### src/rtl/demorgan_sweep.sv
// demorgan_sweep: self-running exhaustive De Morgan checker.
// Sweeps every {A,B} operand pair of WIDTH bits, registers the seven derived
// bitwise terms for each pair as a result row, checks both De Morgan
// identities on every row and counts the rows that violate one.
// Optional build macro DEMORGAN_SWEEP_FAULT_EN adds input fault_inject, which
// inverts bit 0 of res_nanorb at its register input so the checker can be
// shown to detect a fault.
module demorgan_sweep #(
  parameter int unsigned WIDTH = 2
) (
  input  logic                 clk,
  input  logic                 reset,
  input  logic                 start,
`ifdef DEMORGAN_SWEEP_FAULT_EN
  input  logic                 fault_inject,
`endif
  output logic                 busy,
  output logic                 done,
  output logic                 vec_valid,
  output logic [WIDTH-1:0]     a_out,
  output logic [WIDTH-1:0]     b_out,
  output logic                 res_valid,
  output logic [WIDTH-1:0]     res_na,
  output logic [WIDTH-1:0]     res_nb,
  output logic [WIDTH-1:0]     res_nanb,
  output logic [WIDTH-1:0]     res_and,
  output logic [WIDTH-1:0]     res_nand,
  output logic [WIDTH-1:0]     res_nor,
  output logic [WIDTH-1:0]     res_nanorb,
  output logic                 mismatch,
  output logic [2*WIDTH:0]     err_count
);

  // Index width covers both operands; the counter has room for all N rows.
  localparam int unsigned IW = 2 * WIDTH;
  localparam int unsigned CW = 2 * WIDTH + 1;

  typedef enum logic [1:0] {
    ST_IDLE  = 2'd0,
    ST_RUN   = 2'd1,
    ST_DRAIN = 2'd2,
    ST_DONE  = 2'd3
  } state_e;

  state_e          state_q;
  logic [IW-1:0]   idx_q;
  logic            busy_q;
  logic            done_q;
  logic            vec_valid_q;
  logic [WIDTH-1:0] a_q;
  logic [WIDTH-1:0] b_q;

  logic            res_valid_q;
  logic [WIDTH-1:0] na_q, nb_q, nanb_q, and_q, nand_q, nor_q, nanorb_q;
  logic            mismatch_q;
  logic [CW-1:0]   err_count_q;

  logic [WIDTH-1:0] na_d, nb_d, nanb_d, and_d, nand_d, nor_d, nanorb_d;
  logic            mis_d;
  logic            start_accept_c;

  // A start is honoured only from IDLE; starts in any other state are dropped.
  assign start_accept_c = (state_q == ST_IDLE) && start;

  // Sweep sequencer. Vector 0 is presented on the start edge itself, so
  // idx_q always holds the index of the next vector to present.
  always_ff @(posedge clk) begin
    if (reset) begin
      state_q     <= ST_IDLE;
      idx_q       <= '0;
      busy_q      <= 1'b0;
      done_q      <= 1'b0;
      vec_valid_q <= 1'b0;
      a_q         <= '0;
      b_q         <= '0;
    end else begin
      done_q <= 1'b0;
      case (state_q)
        ST_IDLE: begin
          if (start) begin
            state_q     <= ST_RUN;
            a_q         <= '0;
            b_q         <= '0;
            idx_q       <= IW'(1);
            busy_q      <= 1'b1;
            vec_valid_q <= 1'b1;
          end
        end
        ST_RUN: begin
          a_q <= idx_q[IW-1:WIDTH];
          b_q <= idx_q[WIDTH-1:0];
          // Stop on the last index rather than letting idx_q wrap.
          if (idx_q == {IW{1'b1}}) begin
            state_q <= ST_DRAIN;
          end else begin
            idx_q <= idx_q + IW'(1);
          end
        end
        ST_DRAIN: begin
          vec_valid_q <= 1'b0;
          state_q     <= ST_DONE;
        end
        ST_DONE: begin
          busy_q  <= 1'b0;
          done_q  <= 1'b1;
          idx_q   <= '0;
          state_q <= ST_IDLE;
        end
        default: begin
          state_q <= ST_IDLE;
        end
      endcase
    end
  end

  // Derived terms for the vector currently on a_out/b_out.
  always_comb begin
    na_d     = ~a_q;
    nb_d     = ~b_q;
    nanb_d   = ~a_q & ~b_q;
    and_d    = a_q & b_q;
    nand_d   = ~(a_q & b_q);
    nor_d    = ~(a_q | b_q);
    nanorb_d = ~a_q | ~b_q;
`ifdef DEMORGAN_SWEEP_FAULT_EN
    nanorb_d[0] = nanorb_d[0] ^ fault_inject;
`endif
    mis_d    = (nand_d != nanorb_d) || (nor_d != nanb_d);
  end

  // Result row register; the identity check is registered alongside so the
  // mismatch flag lines up with the row it describes.
  always_ff @(posedge clk) begin
    if (reset) begin
      res_valid_q <= 1'b0;
      mismatch_q  <= 1'b0;
      na_q        <= '0;
      nb_q        <= '0;
      nanb_q      <= '0;
      and_q       <= '0;
      nand_q      <= '0;
      nor_q       <= '0;
      nanorb_q    <= '0;
    end else begin
      res_valid_q <= vec_valid_q;
      mismatch_q  <= vec_valid_q && mis_d;
      if (vec_valid_q) begin
        na_q     <= na_d;
        nb_q     <= nb_d;
        nanb_q   <= nanb_d;
        and_q    <= and_d;
        nand_q   <= nand_d;
        nor_q    <= nor_d;
        nanorb_q <= nanorb_d;
      end
    end
  end

  // Mismatch row counter; cleared by an accepted start, held otherwise.
  always_ff @(posedge clk) begin
    if (reset) begin
      err_count_q <= '0;
    end else if (start_accept_c) begin
      err_count_q <= '0;
    end else if (mismatch_q) begin
      err_count_q <= err_count_q + CW'(1);
    end
  end

  assign busy       = busy_q;
  assign done       = done_q;
  assign vec_valid  = vec_valid_q;
  assign a_out      = a_q;
  assign b_out      = b_q;
  assign res_valid  = res_valid_q;
  assign res_na     = na_q;
  assign res_nb     = nb_q;
  assign res_nanb   = nanb_q;
  assign res_and    = and_q;
  assign res_nand   = nand_q;
  assign res_nor    = nor_q;
  assign res_nanorb = nanorb_q;
  assign mismatch   = mismatch_q;
  assign err_count  = err_count_q;

endmodule

### config.mk
export PLATFORM = sky130hd
export DESIGN_NAME = demorgan_sweep
export DESIGN_NICKNAME = d
export VERILOG_FILES = /design/src/rtl/demorgan_sweep.sv
export SDC_FILE = /design/constraint.sdc
export NUM_CORES = 1
export LEC_CHECK = 0
export ABC_AREA = 1
export CORE_UTILIZATION = 50
export CTS_BUF_LIST = sky130_fd_sc_hd__clkbuf_8
export DETAILED_ROUTE_END_ITERATION = 8
export GPL_TIMING_DRIVEN = 0
export PLACE_DENSITY_LB_ADDON = 0.25
export SETUP_SLACK_MARGIN = 0.15
export SKIP_LAST_GASP = 1
export SLEW_MARGIN = 20
export SYNTH_ARGS = -nofsm -noshare
export SYNTH_HDL_FRONTEND = slang
export SYNTH_SLANG_ARGS = --single-unit
### constraint.sdc
create_clock -name clk -period 3.7 [get_ports clk]
set_input_delay 0.555 -clock clk [delete_from_list [all_inputs] [get_ports clk]]
set_output_delay 0.555 -clock clk [all_outputs]
set_load 0.05 [all_outputs]
# Word-level counts from Yosys, hierarchy flattened
# Index checks and enable logic that the tools add are counted.
# totals
reg_bits,34
latch_bits,0
ramBits,0
rom_bits,0
output_inout_bits,28
memories,0
# classes
n_addsub,2
n_mul,0
div_mod_pow,0
order_cmp,0
eq_ne,9
shift,0
muxes,13
n_bitwise,8
n_reduce_logical,14
# op_table
operator,n
$pmux 4 s3,1
$mux 4,2
$not 2->2,4
$pmux 2 s2,2
$pmux 2 s4,1
$reduce_and 2->1,4
$mux 2,3
$ne 2x2->1 const B,3
$reduce_bool 2->1,3
$add 5x1->5 const B,1
$add 4x1->4 const B,1
$and 2x2->2,2
$eq 2x2->1 const B,2
$eq 4x4->1 const B,1
$ne 2x2->1,2
$or 2x2->2,2
$pmux 1 s2,2
$reduce_and 3->1,1
$reduce_bool 3->1,1
$eq 2x1->1 const B,1
$logic_and 1x1->1,2
$logic_not 2->1,1
$mux 1,2
$reduce_or 2->1,1
$logic_or 1x1->1,1

# Depth between registers and ports, before layout
# logic_depth
word_depth,5
depth_mapped,8
depth_no_buf,8

# Worst setup path before layout
# OpenSTA, ideal clock, no wires.
# synth_path
kind,reg2out
start,"register, netlist name res_nand[0]"
end,output port res_nanorb[0]
arrival_ns,0.913
t_required_ns,3.145
setup_slack_ns,2.232
stages_incl_launch_ff,2
path_buffers,1
path_cell_list,dfxtp_1 buf_4
# synth_lines
element,line_no,rtl
"end, declared",29,"output logic [WIDTH-1:0] res_nanorb,"

==> results.py <==
metrics = {
    "run_status": {
        "status": "finished, final reports clean",
    },
    "floorplanning": {
        "start_util": 0.543,
        "core_area_sq_um": 2020,
        "fp.dieW_microns": 48.8,
        "die_y_microns": 48.8,
        "io-pin-count": 31,
        "dieArea_sq_um": 2390,
        "num_rows": 16,
    },
    "clocking": {
        "clockRootBuffer": "clkbuf_8",
        "htreeDepth": 1,
        "post_cts_buffers": 0,
        "holdBufCountCts": 0,
        "cts.clk_slew.worst_paths_ns": 0.09,
        "cts_sinks": 24,
        "cts_buffers": 3,
        "cts_tree": "built",
        "clkLatencyLatePin_ns": 0.26,
        "cts_resized": 0,
        "clockBufferDepth": 2,
    },
    "placement": {
        "place_area_sq_um": 1380,
        "post-dp-hpwl_mm": 1.67,
        "place_congestion": 0.762,
        "portBuffers": 23,
    },
    "route": {
        "drt-total-wl_mm": 2.26,
        "routed-via-count": 970,
        "drtIter0Drc": 28,
        "drtPass1Iterations": 4,
        "wire_per_inst_microns": 11.5,
        "vias_per_cell": 4.95,
        "final_antenna_net_count": 0,
        "drc": 0,
    },
    "yosys": {
        "synth_seq_cells": 24,
        "yosysTopAreaCellShare": 0.438,
        "ys_types": 25,
        "async_flop_share": 0,
        "synthCells": 137,
        "avgSynthCellArea_sq_um": 8.01,
        "yosys-top-cells-area": "dfxtp_1 (44%), nand2_1 (10%), a21oi_1 (8.2%)",
        "synth-main-ff-cell": "dfxtp_1",
        "synth_warnings": 0,
        "syn_area_sq_um": 1100,
        "synth-edff-count": 0,
        "yosysTopAreaCell": "dfxtp_1",
        "yosysMostFrequentCell": "nand2_1",
        "synth_common_cells": "nand2_1 (30), dfxtp_1 (24), a21oi_1 (18)",
        "seq_area_frac_synth": 0.438,
    },
    "sta": {
        "clock_skew_ns": 0.00280,
        "tightest_slew_ns": 0.511,
        "rsz0062_at_grt": "false",
        "setup_viol": 0,
        "relSlewSlack": 0.658,
        "period_needed_ns": 2.10,
        "fin_tns_setup_ns": 0,
        "hold_viol": 0,
        "slew_violations": 0,
        "fmax_mhz": 477,
        "min_period_over_period": 0.567,
    },
    "global_routing": {
        "grt_overflow": 0,
        "grt_pass1_wl_mm": 3.89,
        "grt_max_degree": 15,
        "track_usage": 0.210,
        "grt_antenna_before_repair": 0,
        "first_global_vias": 906,
    },
    "critical_path": {
        "cp-startpoint": "res_nand[0]",
        "required_ns": 3.14,
        "path_max_fanout": 3,
        "critPathLaunchType": "flip-flop",
        "endpoint_kind": "output pin",
        "path_class": "reg -> out",
        "arrival_ns": 1.54,
        "r2r_start": "state_q[0]",
    },
    "power": {
        "power_density_nw_per_um2": 835,
        "internal-power_mw": 0.668,
        "seqPwrFrac": 0.298,
        "swShare": 0.449,
        "leakagePower_nw": 0.607,
        "switchingPower_mw": 0.544,
        "power_frac_comb": 0.513,
        "max-vdd-ir-drop_uv": 610,
        "clockPowerShare": 0.190,
    },
    "finish": {
        "fin_area_sq_um": 1450,
        "syn2layout_area_growth_pct": 32.3,
        "final_nets": 178,
        "drive_gt1_frac": 0.148,
        "antenna_cells": 0,
    },
    "hold_path": {
        "min_from": "res_nb[0]",
        "hold_class": "reg -> reg",
    },
    "job": {
        "drv_cap": 0,
    },
}
==> registers in the layout, summed over array words and instances (netlist names) <==
name / count
idx_q: 4
a_out: 2
b_out: 2
res_and: 2
res_na: 2
res_nb: 2
state_q: 2
busy: 1
done: 1
res_nanb: 1
res_nand: 1
res_nanorb: 1
res_nor: 1
res_valid: 1
vec_valid: 1
==> logic make-up after synthesis <==
family / count (synthesis) / synth area share
AOI/OAI and AO/OA: 28 / 0.139
adders and majority gates: 5 / 0.0570
buffers and inverters: 25 / 0.124
DFF: 24 / 0.438
other: 1 / 0.00342
and+or+nand+nor: 54 / 0.238
==> per-layer routing <==
metal,wire [microns],GRT usage
met2,1130,0.387
met1,1010,0.246
met4,31,0.0931
met3,92,0.0187
met5,0,0
==> layout make-up <==
class	instances	area, sq um
Buffer	13	91.3
Clock buffer	3	41.3
Clock inverter	1	30.0
Fill cell	154	571
Inverter	12	45.0
Multi-Input combinational cell	93	499
Sequential cell	24	480
Tap cell	27	33.8
Timing Repair Buffer	23	230
==> path summary, 6_finish.rpt <==
check	end	slack (ns)	cells after the start
min reg2reg	res_nb[0]	0.47	2
max reg2reg	idx_q[1]	2.26	7
min	res_nb[0]	0.47	2
max	res_nanorb[0]	1.60	2
==> critical path, cell delays in order (launching register included) <==
cell	delay, ns
dfxtp_1	0.38
buf_4	0.12
clkdlybuf4s50_1	0.78
==> metrics by stage <==
step	worst slack (ns)	utilization	power [mW]	instances	hold WS (ns)
global route	1.54	0.718	1.28	196	0.510
floorplan	2.23	-	0.828	142	0.470
finish	1.60	0.718	1.21	196	0.469
detailed placement	1.90	0.683	0.984	192	0.455
global placement	1.92	0.683	0.972	192	0.452
CTS	1.60	0.718	1.21	196	0.471
==> power by group through the flow <==
stage / sequential, mW / clock (mW) / combinational, mW
after floorplan: 0.497 / 0 / 0.331
after global placement: 0.362 / 0 / 0.609
after detailed placement: 0.367 / 0 / 0.617
after CTS: 0.361 / 0.231 / 0.622
after global routing: 0.370 / 0.242 / 0.669
final: 0.361 / 0.230 / 0.621
==> cell usage in the layout, fill, tap and decap left out <==
cell             Yosys  layout
o21ai_1              1       1
a31oi_1              1       1
a211oi_1             1       1
o211ai_1             1       1
clkbuf_1             1       1
nor3b_2              1       1
inv_1               11      11
o2111a_1             1       1
dfxtp_1             24      24
bufinv_16            0       1
clkbuf_8             0       3
nand2_2              2       2
nand3_1              5       5
nand3_2              3       3
nor2_1               9       9
nor2_4               1       1
nand4_1              1       1
conb_1               1       6
ha_1                 5       5
nand2_1             30      30
buf_4               11      11
inv_2                1       1
buf_2                1       1
clkdlybuf4s50_1      0      23
o21ai_0              5       5
nand2_4              1       1
and3_1               1       1
a21oi_1             18      18
Note: power is estimated with default switching activity, not from simulation.
